<file path="src/rtl/lvc_ahb_arbiter.sv">
`default_nettype none
// ============================================================================
// Module   : lvc_ahb_arbiter
// Brief    : Registered round-robin AHB arbiter with burst/lock protection and
//            default-master parking.
// Revision : 1.0
// ============================================================================
module lvc_ahb_arbiter #(
    parameter int NUM_MST     = 4,
    parameter int DEFAULT_MST = 0,
    parameter int MW          = (NUM_MST > 1) ? $clog2(NUM_MST) : 1
) (
    input  logic               hclk,
    input  logic               hresetn,
    input  logic [NUM_MST-1:0] hbusreq,
    input  logic [NUM_MST-1:0] hlock,
    input  logic [1:0]         htrans,
    input  logic [2:0]         hburst,
    input  logic               hready,
    input  logic [1:0]         hresp,
    output logic [NUM_MST-1:0] hgrant,
    output logic [MW-1:0]      hmaster,
    output logic               hmastlock
);

    localparam logic [1:0]         C_TRANS_NONSEQ = 2'd2;
    localparam logic [1:0]         C_TRANS_SEQ    = 2'd3;
    localparam logic [1:0]         C_RESP_OKAY    = 2'd0;
    localparam logic [MW-1:0]      C_DEF_IDX      = MW'(DEFAULT_MST);
    localparam logic [NUM_MST-1:0] C_DEF_GRANT    = NUM_MST'(1) << DEFAULT_MST;

    logic [NUM_MST-1:0] hgrant_q, hgrant_d;
    logic [MW-1:0]      hmaster_q, hmaster_d;
    logic               hmastlock_q, hmastlock_d;
    logic [MW-1:0]      last_q, last_d;
    logic [4:0]         rem_q, rem_d;

    logic [4:0]         burst_len;
    logic [MW-1:0]      grant_idx;
    logic [MW-1:0]      winner;
    logic               found;
    logic               locked;
    logic               arb_en;

    always_comb begin
        case (hburst)
            3'd0:       burst_len = 5'd1;
            3'd1:       burst_len = 5'd0;
            3'd2, 3'd3: burst_len = 5'd4;
            3'd4, 3'd5: burst_len = 5'd8;
            default:    burst_len = 5'd16;
        endcase
    end

    // Beat counter: an error-class response cuts the burst short
    always_comb begin
        rem_d = rem_q;
        if (hready) begin
            if (hresp != C_RESP_OKAY)
                rem_d = 5'd0;
            else if (htrans == C_TRANS_NONSEQ && burst_len != 5'd0)
                rem_d = burst_len - 5'd1;
            else if (htrans == C_TRANS_SEQ && rem_q != 5'd0)
                rem_d = rem_q - 5'd1;
        end
    end

    always_comb begin
        grant_idx = '0;
        for (int i = 0; i < NUM_MST; i++)
            if (hgrant_q[i]) grant_idx = MW'(i);
    end

    always_comb begin
        int          cand;
        logic [MW-1:0] cand_idx;
        found  = 1'b0;
        winner = last_q;
        for (int k = 1; k <= NUM_MST; k++) begin
            cand = int'(last_q) + k;
            if (cand >= NUM_MST) cand = cand - NUM_MST;
            cand_idx = MW'(cand);
            if (!found && hbusreq[cand_idx]) begin
                found  = 1'b1;
                winner = cand_idx;
            end
        end
    end

    assign locked = hlock[grant_idx];
    assign arb_en = hready && (rem_d <= 5'd1) && !locked;

    always_comb begin
        hgrant_d    = hgrant_q;
        last_d      = last_q;
        hmaster_d   = hmaster_q;
        hmastlock_d = hmastlock_q;
        if (arb_en) begin
            if (found) begin
                hgrant_d         = '0;
                hgrant_d[winner] = 1'b1;
                last_d           = winner;
            end else begin
                hgrant_d = C_DEF_GRANT;
            end
        end
        // Ownership follows the grant that was already on the bus this cycle
        if (hready) begin
            hmaster_d   = grant_idx;
            hmastlock_d = hlock[grant_idx];
        end
    end

    always_ff @(posedge hclk or negedge hresetn) begin
        if (!hresetn) begin
            hgrant_q    <= C_DEF_GRANT;
            hmaster_q   <= C_DEF_IDX;
            hmastlock_q <= 1'b0;
            last_q      <= C_DEF_IDX;
            rem_q       <= 5'd0;
        end else begin
            hgrant_q    <= hgrant_d;
            hmaster_q   <= hmaster_d;
            hmastlock_q <= hmastlock_d;
            last_q      <= last_d;
            rem_q       <= rem_d;
        end
    end

    assign hgrant    = hgrant_q;
    assign hmaster   = hmaster_q;
    assign hmastlock = hmastlock_q;

endmodule
`default_nettype wire

</file>
<file path="config.mk">
export PLATFORM = sky130hd
export DESIGN_NAME = lvc_ahb_arbiter
export DESIGN_NICKNAME = d
export VERILOG_FILES = /design/src/rtl/lvc_ahb_arbiter.sv
export SDC_FILE = /design/constraint.sdc
export NUM_CORES = 1
export LEC_CHECK = 0
export ABC_CLOCK_PERIOD_IN_PS = 2900
export CORE_MARGIN = 5
export CORE_UTILIZATION = 32
export DETAILED_ROUTE_END_ITERATION = 12
export GPL_ROUTABILITY_DRIVEN = 0
export GPL_TIMING_DRIVEN = 1
export SETUP_SLACK_MARGIN = 0.4
export SLEW_MARGIN = 10
export SYNTH_ARGS = -nofsm -noshare
export SYNTH_HDL_FRONTEND = slang
export SYNTH_SLANG_ARGS = --single-unit
</file>
<file path="constraint.sdc">
create_clock -name hclk -period 2.9 [get_ports hclk]
set_input_delay 0.29 -clock hclk [delete_from_list [all_inputs] [get_ports hclk]]
set_output_delay 0.29 -clock hclk [all_outputs]
set_load 0.01 [all_outputs]
</file>
==> reports/results.tsv <==
stage	metric	value	unit
worst_setup_path	worst path required time	3.07	ns
grt	pin count of the biggest net entering global routing	15	
route	metal3 WL	66	um
finish	# diodes	0	
grt	first-pass GRT wire length	4150	um
timing	Max transition margin	0.578	
floorplan	die extent in x	67.3	um
power_and_ir_drop	P per Cell Area	646	nW/um^2
floorplan	Die Height	67.3	um
yosys	FFs w/ async S/R, synth	1.00	
yosys	synth warn	0	
yosys	Post-synth EDFFs	0	
clock_network	root buffer cell	clkbuf_4	
clock_network	Clock Sinks	14	
route	met2 WL	1240	um
yosys	Synth Register Bits	14	
finish	Reg area	352	um^2
power_and_ir_drop	PnR Total Power	0.915	mW
timing	# setup viols final	0	
finish	fillers	325	
clock_network	TritonCTS clock tree	done	
yosys	synthesized area	1050	um^2
worst_setup_path	Critical Path Sink Type	flip-flop	
placed_design	PortBufs	24	
timing	fin crit period	2.31	ns
route	DR WL/cell	13.0	um
route	1st-iter DRT viols	29	
clock_network	clock buffer depth	2	
yosys	Post-Syn Nets	141	
route	DRT Wirelength	2500	um
yosys	Synth cell types	51	
route	drt pass-1 iters	4	
worst_setup_path	crit-path max FO	3	
timing	final worst slack	0.585	ns
finish	layout net count	169	
timing	Fmax	432	MHz
finish	design area	1420	um^2
grt	initial antenna violation count	0	
power_and_ir_drop	Lkg Pwr	0.626	nW
worst_setup_path	CP Class	reg -> reg	
clock_network	hold-fix buffer count after cts	0	
grt	number of global-route vias before repair	939	
grt	Global Route Usage Sum	0.118	
timing	worst-margin pin slew	0.632	ns
route	DR vias	982	
yosys	ys flop type	dfrtp_1	
floorplan	core box area	3100	um^2
worst_setup_path	Worst Path Arrival	2.49	ns
finish	multi-input logic area	643	um^2
floorplan	die footprint	4530	um^2
route	Avg Vias per Cell	5.11	
floorplan	Initial Util	0.339	
timing	Final Hold Vio Count	0	
finish	P&R area growth vs syn	34.8	%
yosys	sequential share of the synthesized area	0.335	
power_and_ir_drop	IR Drop Worst-Case VDD	0.411	mV
timing	Setup TNS Final	0	ns
grt	GRT Residual Overflow	0	
timing	Final Slew Violations	0	
min_path	worst hold-check path type	in -> async	
route	Remaining DRCs	0	
worst_setup_path	startpoint types	flip-flop	
finish	share of layout cells above drive strength 1	0.189	
clock_network	Setup Fix Bufs, Post-CTS	0	
floorplan	io pins	25	
clock_network	total CTS buffers	3	
clock_network	worst skew pair latency	0.28	ns
route	Met1 Routed Length	1150	um
timing	Final period util	0.798	
run	number of max-cap violations	0	
placed_design	DPL Wire Length	1980	um
run_status	outcome	completed	
timing	RSZ-0062 raised after global routing	no	
yosys	Syn Area/Cell	8.69	um^2
placed_design	post-placement worst setup slack	-0.0159	ns
placed_design	placed cell areas	1340	um^2
clock_network	clk slew on worst S/H paths	0.09	ns
route	Final ANT Viol Nets	0	
route	DR top layer	met4	
yosys	Cells after Synth	121	
finish	final core occ	0.456	
floorplan	Rows	20	
clock_network	CTS H-tree lvls	1	
timing	clock skew	0.00220	ns
-- cell families after synthesis --
logic type | count (synthesis) | synth area share
flip-flops | 14 | 0.335
buffers and inverters | 18 | 0.0869
AO/OA/AOI/OAI | 38 | 0.252
XOR/XNOR | 1 | 0.00833
adder cells (fa/ha/maj) | 2 | 0.0238
AND/OR/NAND/NOR | 40 | 0.210
multiplexers | 8 | 0.0845
-- layout make-up --
type / count / share of cell area
Clock buffer: 4 / 0.0256
Sequential cell: 14 / 0.248
Timing Repair Buffer: 29 / 0.201
Inverter: 12 / 0.0318
Multi-Input combinational cell: 89 / 0.454
Tap cell: 44 / 0.0389
-- per-layer routing --
metal  global-route usage  vias to the layer above
met3               0.0150                        4
met4               0.0532                        0
met1                0.152                      462
met5                    0                        -
li1                     -                      498
met2                0.195                       18
-- metrics by stage --
step	hold slack, ns	cells
after floorplan	-0.00559	121
after global placement	0.464	188
after detailed placement	0.472	188
after CTS	0.403	192
after global routing	0.427	192
final	0.394	192
-- cell usage in the layout (no fill, tap or decap), types with 4 or more instances in the layout --
| cell | instances |
|---|---|
| a21oi_1 | 9 |
| buf_4 | 5 |
| clkdlybuf4s50_1 | 21 |
| dfrtp_1 | 13 |
| inv_1 | 11 |
| mux2i_1 | 4 |
| nand2_1 | 11 |
| nor2_1 | 8 |
| o21ai_0 | 5 |
-- synth_stat cells (3+ instances only) --
cell / instances / area [um^2]
mux2i_1: 4 / 40.0
nand2_1: 11 / 41.3
a22oi_1: 3 / 22.5
a21oi_1: 9 / 45.0
dfrtp_1: 13 / 325
inv_1: 11 / 41.3
a31oi_1: 3 / 18.8
nor2_1: 8 / 30.0
or3_1: 3 / 18.8
o21ai_0: 5 / 25.0
-- flip-flops by register name, indices dropped and copies added (netlist names) --
| name | flops |
|---|---|
| hmastlock | 1 |
| last_q | 2 |
| hgrant | 4 |
| rem_q | 5 |
| hmaster | 2 |
-- critical path: stages, from the launching register on --
cell	delay, ns
dfrtp_1	0.39
inv_1	0.08
ha_1	0.17
nor4b_1	0.44
or3_4	0.23
o22ai_2	0.09
a221oi_2	0.26
nand4_1	0.20
mux2_4	0.35
-- power breakdown --
group | internal (mW) | switching, mW | leakage [nW]
logic | 0.249 | 0.187 | 0.429
clock network | 0.0764 | 0.0641 | 0.0210
registers | 0.260 | 0.0783 | 0.176
-- what timing repair did --
item                                    in CTS  in global routing
pin swaps                                    1                  4
endpoints found under the setup margin       6                  5
resized for setup                            6                  7
-- worst paths after layout --
check	start	endpoint	slack, ns	depth (start not counted)
setup / recovery	rem_q[0]$_DFF_PN0_	last_q[1]$_DFFE_PN0P_	0.59	8
hold / removal	hresetn	hmastlock$_DFFE_PN0P_	0.39	1
setup reg to reg	rem_q[0]$_DFF_PN0_	last_q[1]$_DFFE_PN0P_	0.59	8
hold reg to reg	hmastlock$_DFFE_PN0P_	hmastlock$_DFFE_PN0P_	0.49	1
max in group asynchronous	hresetn	hmaster[0]$_DFFE_PN0P_	2.10	1
min in group hclk	hmastlock$_DFFE_PN0P_	hmastlock$_DFFE_PN0P_	0.49	1
No activity file was read; power rests on OpenSTA's default activity.
